--- src/rtl/module_keypad_encoder.sv ---
// module_keypad_encoder
// Scans a 4x4 active-low matrix keypad one column at a time, debounces the
// sampled rows and presents the accepted key as {row_idx, col_idx} on a
// valid/ready handshake. Each physical press yields exactly one key_valid.
//
// Optional feature: define MULTIKEY_ERR_EN to reject multi-row presses with a
// one-cycle multi_key pulse. When undefined, multi_key is tied low and the
// lowest-index row wins.
//
// Parameters
//   SCAN_DIV        clocks per column slot (>=2)
//   DEBOUNCE_SCANS  matching tick samples needed to accept a press or a
//                   release (1..15)
// Ports
//   clk        in   system clock, rising edge
//   rst        in   asynchronous active-high reset
//   stop       in   freeze divider, column and scan FSM
//   row_n[3:0] in   keypad rows, active-low, asynchronous to clk
//   col_n[3:0] out  one-hot active-low column drive
//   key_code   out  {row_idx[1:0], col_idx[1:0]} of the accepted key
//   key_valid  out  key_code valid, held until key_ready
//   key_ready  in   consumer accepts key_code
//   multi_key  out  one-cycle pulse on a multi-row sample (MULTIKEY_ERR_EN)
module module_keypad_encoder #(
  parameter int unsigned SCAN_DIV       = 50000,
  parameter int unsigned DEBOUNCE_SCANS = 4
) (
  input  logic       clk,
  input  logic       rst,
  input  logic       stop,
  input  logic [3:0] row_n,
  output logic [3:0] col_n,
  output logic [3:0] key_code,
  output logic       key_valid,
  input  logic       key_ready,
  output logic       multi_key
);

  localparam int unsigned DIV_W    = (SCAN_DIV > 2) ? $clog2(SCAN_DIV) : 1;
  localparam int unsigned CNT_W    = 4;
  localparam logic [DIV_W-1:0] DIV_LAST = DIV_W'(SCAN_DIV - 1);
  localparam logic [CNT_W-1:0] DB_MAX   = CNT_W'(DEBOUNCE_SCANS);

  typedef enum logic [1:0] {
    ST_SCAN     = 2'd0,
    ST_DEBOUNCE = 2'd1,
    ST_VALID    = 2'd2,
    ST_RELEASE  = 2'd3
  } state_e;

  // Registers
  logic [3:0]       sync1_q, sync2_q;
  logic [DIV_W-1:0] div_q, div_d;
  state_e           state_q, state_d;
  logic [1:0]       col_idx_q, col_idx_d;
  logic [3:0]       col_n_q, col_n_d;
  logic [3:0]       cand_q, cand_d;
  logic [CNT_W-1:0] cnt_q, cnt_d;
  logic [3:0]       key_code_q, key_code_d;
  logic             key_valid_q, key_valid_d;
  logic             multi_key_q, multi_key_d;

  // Combinational helpers
  logic [3:0]       rows_s;
  logic             tick;
  logic             hit;
  logic [1:0]       row_idx;
  logic [CNT_W-1:0] cnt_inc;
`ifdef MULTIKEY_ERR_EN
  logic [3:0]       rows_low;
  logic             multi;
`endif

  assign rows_s  = sync2_q;
  assign hit     = ~&rows_s;
  assign cnt_inc = cnt_q + CNT_W'(1);

  // Two-stage synchronizer for the asynchronous keypad rows
  always_ff @(posedge clk or posedge rst) begin
    if (rst) begin
      sync1_q <= 4'b1111;
      sync2_q <= 4'b1111;
    end else begin
      sync1_q <= row_n;
      sync2_q <= sync1_q;
    end
  end

  // Column slot divider; tick is the last count of a slot while running
  assign tick = !stop && (div_q == DIV_LAST);

  always_comb begin
    div_d = div_q;
    if (!stop) begin
      if (div_q == DIV_LAST) div_d = '0;
      else                   div_d = div_q + DIV_W'(1);
    end
  end

  // Priority encoder: lowest-index active row wins
  always_comb begin
    row_idx = 2'd0;
    for (int i = 3; i >= 0; i--) begin
      if (!rows_s[i]) row_idx = 2'(i);
    end
  end

`ifdef MULTIKEY_ERR_EN
  // More than one row low: clearing the lowest set bit leaves something
  assign rows_low = ~rows_s;
  assign multi    = |(rows_low & (rows_low - 4'd1));
`endif

  // Scan FSM next-state and datapath
  always_comb begin
    state_d     = state_q;
    col_idx_d   = col_idx_q;
    cand_d      = cand_q;
    cnt_d       = cnt_q;
    key_code_d  = key_code_q;
    key_valid_d = key_valid_q;
    multi_key_d = 1'b0;

    unique case (state_q)
      ST_SCAN: begin
        if (tick) begin
`ifdef MULTIKEY_ERR_EN
          if (multi) begin
            multi_key_d = 1'b1;
            cnt_d       = '0;
          end else
`endif
          if (hit) begin
            cand_d = {row_idx, col_idx_q};
            cnt_d  = CNT_W'(1);
            if (DEBOUNCE_SCANS == 1) begin
              key_code_d  = {row_idx, col_idx_q};
              key_valid_d = 1'b1;
              state_d     = ST_VALID;
            end else begin
              state_d = ST_DEBOUNCE;
            end
          end else begin
            col_idx_d = col_idx_q + 2'd1;
          end
        end
      end

      ST_DEBOUNCE: begin
        if (tick) begin
`ifdef MULTIKEY_ERR_EN
          if (multi) begin
            multi_key_d = 1'b1;
            cnt_d       = '0;
            state_d     = ST_SCAN;
          end else
`endif
          if (hit && ({row_idx, col_idx_q} == cand_q)) begin
            cnt_d = cnt_inc;
            if (cnt_inc == DB_MAX) begin
              key_code_d  = cand_q;
              key_valid_d = 1'b1;
              state_d     = ST_VALID;
            end
          end else begin
            // Bounce or a different key: restart on the same column
            cnt_d   = '0;
            state_d = ST_SCAN;
          end
        end
      end

      ST_VALID: begin
        // Handshake completes even while stopped
        if (key_valid_q && key_ready) begin
          key_valid_d = 1'b0;
          cnt_d       = '0;
          state_d     = ST_RELEASE;
        end
      end

      ST_RELEASE: begin
        if (tick) begin
          if (hit) begin
            cnt_d = '0;
          end else if (cnt_inc == DB_MAX) begin
            cnt_d     = '0;
            col_idx_d = col_idx_q + 2'd1;
            state_d   = ST_SCAN;
          end else begin
            cnt_d = cnt_inc;
          end
        end
      end

      default: state_d = ST_SCAN;
    endcase

    col_n_d = ~(4'b0001 << col_idx_d);
  end

  // State and output registers
  always_ff @(posedge clk or posedge rst) begin
    if (rst) begin
      div_q       <= '0;
      state_q     <= ST_SCAN;
      col_idx_q   <= 2'd0;
      col_n_q     <= 4'b1110;
      cand_q      <= 4'd0;
      cnt_q       <= '0;
      key_code_q  <= 4'd0;
      key_valid_q <= 1'b0;
      multi_key_q <= 1'b0;
    end else begin
      div_q       <= div_d;
      state_q     <= state_d;
      col_idx_q   <= col_idx_d;
      col_n_q     <= col_n_d;
      cand_q      <= cand_d;
      cnt_q       <= cnt_d;
      key_code_q  <= key_code_d;
      key_valid_q <= key_valid_d;
      multi_key_q <= multi_key_d;
    end
  end

  assign col_n     = col_n_q;
  assign key_code  = key_code_q;
  assign key_valid = key_valid_q;
  assign multi_key = multi_key_q;

endmodule

--- config.mk ---
export PLATFORM = sky130hd
export DESIGN_NAME = module_keypad_encoder
export DESIGN_NICKNAME = d
export VERILOG_FILES = /design/src/rtl/module_keypad_encoder.sv
export SDC_FILE = /design/constraint.sdc
export NUM_CORES = 1
export LEC_CHECK = 0
export BUFFER_PORTS_ARGS = -buffer_cell sky130_fd_sc_hd__buf_2
export CELL_PAD_IN_SITES_DETAIL_PLACEMENT = 1
export CELL_PAD_IN_SITES_GLOBAL_PLACEMENT = 2
export CORE_MARGIN = 3
export CORE_UTILIZATION = 39
export CTS_BUF_LIST = sky130_fd_sc_hd__clkbuf_8 sky130_fd_sc_hd__clkbuf_16
export DETAILED_ROUTE_END_ITERATION = 10
export GPL_TIMING_DRIVEN = 0
export HOLD_SLACK_MARGIN = 0.08
export PLACE_DENSITY = 0.81
export SYNTH_ARGS = -nofsm -noshare
export SYNTH_HDL_FRONTEND = slang
export SYNTH_SLANG_ARGS = --single-unit
export TNS_END_PERCENT = 10
--- constraint.sdc ---
create_clock -name clk -period 2.9 [get_ports clk]
set_input_delay 0.145 -clock clk [delete_from_list [all_inputs] [get_ports clk]]
set_output_delay 0.145 -clock clk [all_outputs]
set_load 0.05 [all_outputs]
# After elaboration in Yosys (flattened, before gate mapping)
# Cells that the tools add are included.
totals:
  regBits: 45
  input_bits: 8
  output_inout_bits: 10
  word_cells: 80
classes:
  addsub: 3
  n_eq_ne: 16
  n_shift: 1
  n_mux: 35
  bitwise_logic: 2
  n_reduce_logical: 13
ops:
  columns: ["op", "n"]
  rows:
  - ["two-way mux 2 bit", 18]
  - ["two-way mux 4 bit", 8]
  - ["inequality test 2 bit (second input constant)", 9]
  - ["adder 16 x 1 -> 16 bit (second input constant)", 1]
  - ["== test 16 bit (second input constant)", 1]
  - ["two-way mux 16 bit", 1]
  - ["one-hot mux 4 bit (4 select lines)", 1]
  - ["AND reduction 5 bit", 2]
  - ["one-hot mux 2 bit (4 select lines)", 1]
  - ["AND reduction 4 bit", 2]
  - ["AND reduction 8 bit", 1]
  - ["adder 4 x 1 -> 4 bit (second input constant)", 1]
  - ["== test 2 bit (second input constant)", 2]
  - ["== test 4 x 3 -> 1 bit (second input constant)", 1]
  - ["== test 4 bit", 1]
  - ["two-way mux 1 bit", 4]
  - ["NOT 4 bit", 1]
  - ["one-hot mux 2 bit (2 select lines)", 1]
  - ["left shift 1 x 2 -> 4 bit (first input constant)", 1]
  - ["logical AND 1 bit", 3]
  - ["inequality test 3 bit (second input constant)", 1]
  - ["AND reduction 3 bit", 1]
  - ["adder 2 x 1 -> 2 bit (second input constant)", 1]
  - ["== test 2 x 1 -> 1 bit (second input constant)", 1]
  - ["5 further kinds", 6]

# Logic depth before layout (Yosys ltp)
depth:
  ltp_word: 9
  depth_mapped: 9
  depth_no_buf: 8

# Worst setup path after synthesis
# Ideal clock, no wire load.
synth_timing:
  path_kind: "reg2reg"
  from: "register div_q[7]"
  to: "register col_n_q[0] (netlist: col_n[0])"
  setup_ps: 124
  t_arrival_ps: 2020
  required_time_ps: 2776
  slack_ps: 756
  stages_incl_launch_ff: 7
  n_path_buf: 0
  synth_period_minus_slack_ps: 2144
  cell_sequence: "dfrtp_1 -> or4b_4 -> nor4_4 -> nand2_1 -> a2111oi_2 -> a211oi_2 -> or2_1"
synth_between:
  elab_chain_len: 6
  elab_cells_between_ends: 7
  cone_classes: "1 x eq/ne; 1 x shift; 3 x mux; 1 x bitwise; 1 x reduce/logical"
synth_rtl:
  columns: ["element", "line", "source"]
  rows:
  - ["from (decl)", "53", "logic [DIV_W-1:0] div_q, div_d;"]
  - ["from (signal assigned)", "215", "div_q <= div_d;"]
  - ["== test 16 bit *", "90", "assign tick = !stop && (div_q == DIV_LAST);"]
  - ["logical AND 1 bit *", "90", null]
  - ["two-way mux 2 bit (on tied branches)", "183, 126", null]
  - ["one-hot mux 2 bit (2 select lines) *", "124", "unique case (state_q)"]
  - ["via col_idx_d[1]", "55", "logic [1:0] col_idx_q, col_idx_d;"]
  - ["left shift 1 x 2 -> 4 bit *", "199", "col_n_d = ~(4'b0001 << col_idx_d);"]
  - ["NOT 4 bit *", "199", null]
  - ["via col_n_d[0]", "56", "logic [3:0] col_n_q, col_n_d;"]
  - ["to (signal assigned)", "218", "col_n_q <= col_n_d;"]
  - ["to (decl)", "56", null]
# The timed path passes the listed nets; every way through them passes the cells marked *.
# A chain may end at the register's enable or synchronous reset.

# Final worst setup path
layout_timing:
  from: "register div_q[0]"
  to: "register state_q[0]"
layout_between:
  elab_chain_len: 4
  elab_cells_between_ends: 6
  cone_classes: "4 x eq/ne; 2 x reduce/logical"
layout_rtl:
  columns: ["element", "line", "source"]
  rows:
  - ["== test 16 bit *", "90", null]
  - ["logical AND 1 bit *", "90", null]
  - ["inequality test 2 bit (no line)", null, null]
  - ["AND reduction 8 bit (no line) *", null, null]
  - ["to (signal assigned)", "216", "state_q <= state_d;"]
  - ["to (decl)", "54", "state_e state_q, state_d;"]
# Mark *: on every way between the ends. The rest lies on a longest branch, timed or not.

==> results.yml <==
clock_tree:
  path_clk_slew_ns: 0.10
  root_buffer: "clkbuf_8"
  cts.sinks: 45
  htree_levels: 2
  clk_latency_ns: 0.30
  numCtsBuffers: 5
  clk_path_buf_depth: 2
  cts_tree: "done"
  cts.repair.resized: 0
floorplanning:
  die_area_um2: 6540
  die_x_um: 80.9
  num_rows: 26
  initial_core_util: 0.415
  die_y_um: 80.9
  core_area_um2: 5270
  ios: 18
drt:
  via_count: 1597
  drt-initial-drc-count: 98
  dr_wl_met2_mm: 2.36
  wl_mm: 4.61
  top_layer_used: "met4"
  drc: 0
  dr_wl_met3_um: 168
  vias_per_cell: 5.25
  wl_met1_mm: 2.03
  drt.antenna.violating_nets: 0
  drt_pass1_iterations: 4
  wl_per_cell_um: 15.2
cells_and_area:
  drive_gt1_frac: 0.209
  fin_util: 0.478
  layout_commonest_cell: "dfrtp_1"
  fin_nets: 248
  diodes: 0
  syn_to_final_growth_pct: 15.3
  fillCellCount: 614
  final_cell_mix: "dfrtp_1 (34), nand2_1 (21), nor2_1 (19)"
setup_path:
  critical_path_arrival_ns: 2.75
  endpoint_kind: "flip-flop"
  startpoint_type: "flip-flop"
  path_delay_family: "compound AO/OA/AOI/OAI gates"
  cp_max_fo: 10
  crit_required_ns: 3.13
  worst_path_largest_cell_delay_ns: 0.57
  cp_slowest_cell: "o41ai_1"
  path_cells: "ha_1 > nand4b_1 > o41ai_1 > o211ai_1 > clkbuf_1 > nor3_1 > mux2i_1"
  crit_buf_inv: 1
  worst-setup-path-type: "reg2reg"
sta:
  slew_viol_final: 0
  tightest_slew_ns: 0.904
  fin_tns_setup_ns: 0
  whs_ns: 0.155
  hold_viol_final: 0
  setup_violations: 0
  finalCriticalPeriod_ns: 2.52
  finalCritPeriodShare: 0.868
  fin_skew_ns: 0.0143
  slew_headroom: 0.396
  rsz0062_at_grt: "false"
  max_freq_mhz: 397
logic_synthesis:
  yosysTopAreaCell: "dfrtp_1"
  syn_area_um2: 2190
  syn_inst: 205
  yosys_warnings: 0
  ys_async_sr_fraction: 1.00
  synth_edf_count: 0
  yosysTopAreaCellShare: 0.389
  synth_area_leaders: "dfrtp_1 (39%), dfstp_2 (13%), xor2_1 (4.4%), ha_1 (4.0%), nand2_1 (3.6%)"
  ys_types: 47
  ys_seq_area_frac: 0.521
  synth_nets: 220
  synth_ff_type: "dfrtp_1"
  ys_ff_latch: 45
  avgSynthCellArea_um2: 10.7
outcome:
  outcome: "finished, final reports clean"
worst_hold_path:
  hold_class: "in2reg"
placement:
  hpwlAfterDp_mm: 3.31
  port_buffers: 16
  gp_congestion: 0.747
global_route:
  first_global_vias: 1785
  overflow: 0
  grt_max_degree: 46
  grt_use_total: 0.163
  antenna_found_initial: 0
  grt_first_pass_wirelength_mm: 8.38
power_and_ir_drop:
  power_density_nw_per_um2: 542
  ir_drop_mv: 0.324
  leakagePower_nw: 1.13
  p_total_mw: 1.36
run:
  cap_violations: 0
Yosys cell counts, types with 4 or more instances:
master	number
nor3_1	6
dfrtp_1	34
inv_1	9
xnor2_1	5
nand2b_1	4
nand3_1	6
xor2_1	11
a21oi_1	9
mux2_2	4
o21ai_0	8
ha_1	7
nand2_1	21
dfstp_2	11
nor2_1	19
tightest hold or removal path, delay by kind of cell:
kind / cells / cell delay [ns]
mux: 1 / 0.08
buf+inv: 1 / 0.13
simple gates: 1 / 0.08
layout make-up:
type                       instances  area (µm²)  share of cell area
timing repair buffer              21         130              0.0516
clock inverter                     3        47.5              0.0189
tap                               70        87.6              0.0348
sequential                        45        1140               0.452
clock buffer                       5        68.8              0.0273
inverter                           9        33.8              0.0134
buffer                             4        20.0             0.00794
multi-input combinational        147         992               0.394
registers in the layout (all words and copies together), names as in the netlist, named ones only:
signal and cells:
cand_q 4, div_q 16, key_code 4, key_valid 1
col_idx_q 2, state_q 1, sync1_q 4, cnt_q 4
col_n 4, rows_s 4
layer usage:
| metal | track usage | vias up |
|---|---|---|
| met5 | 0 | - |
| met4 | 0.0439 | 0 |
| met3 | 0.0366 | 6 |
| met2 | 0.293 | 24 |
| met1 | 0.197 | 793 |
| li1 | - | 774 |
cell families after synthesis:
group,count (synthesis),share of synthesized area
AO/OA/AOI/OAI,36,0.113
XOR/XNOR,16,0.0641
adder cells (fa/ha/maj),7,0.0401
buffers and inverters,13,0.0246
flip-flops,45,0.521
multiplexers,6,0.0298
other,1,0.00172
AND/OR/NAND/NOR,81,0.205
worst paths after layout:
kind / slack, ns / depth (start not counted) / startpoint / endpoint
setup reg to reg: 0.38 / 7 / div_q[0]$_DFFE_PP0N_ / state_q[0]$_DFFE_PP0P_
hold reg to reg: 0.36 / 0 / sync1_q[2]$_DFF_PP1_ / rows_s[2]$_DFF_PP1_
min in group asynchronous: 0.58 / 3 / rst / div_q[1]$_DFFE_PP0N_
setup / recovery: 0.38 / 7 / div_q[0]$_DFFE_PP0N_ / state_q[0]$_DFFE_PP0P_
hold / removal: 0.15 / 3 / stop / div_q[1]$_DFFE_PP0N_
max in group asynchronous: 1.75 / 3 / rst / cnt_q[0]$_DFFE_PP0P_
repair_timing:
action	CTS	global route
hold buffers	5	0
endpoints found under the setup margin	0	0
hold endpoints to repair	21	0
buffers inserted	0	0
power by group:
| part | internal [mW] | switching [mW] | total [mW] |
|---|---|---|---|
| clock network | 0.263 | 0.230 | 0.493 |
| logic | 0.0629 | 0.0661 | 0.129 |
| registers | 0.685 | 0.0577 | 0.743 |
| total | 1.01 | 0.354 | 1.36 |
metrics by stage:
stage | area, µm² | setup WS (ns) | instances
global route | 2520 | 0.122 | 304
global placement | 2350 | 0.418 | 291
floorplan | 2190 | 0.756 | 205
detailed placement | 2350 | 0.335 | 291
CTS | 2520 | 0.294 | 304
finish | 2520 | 0.383 | 304
Power figures use the tool's default switching activity.
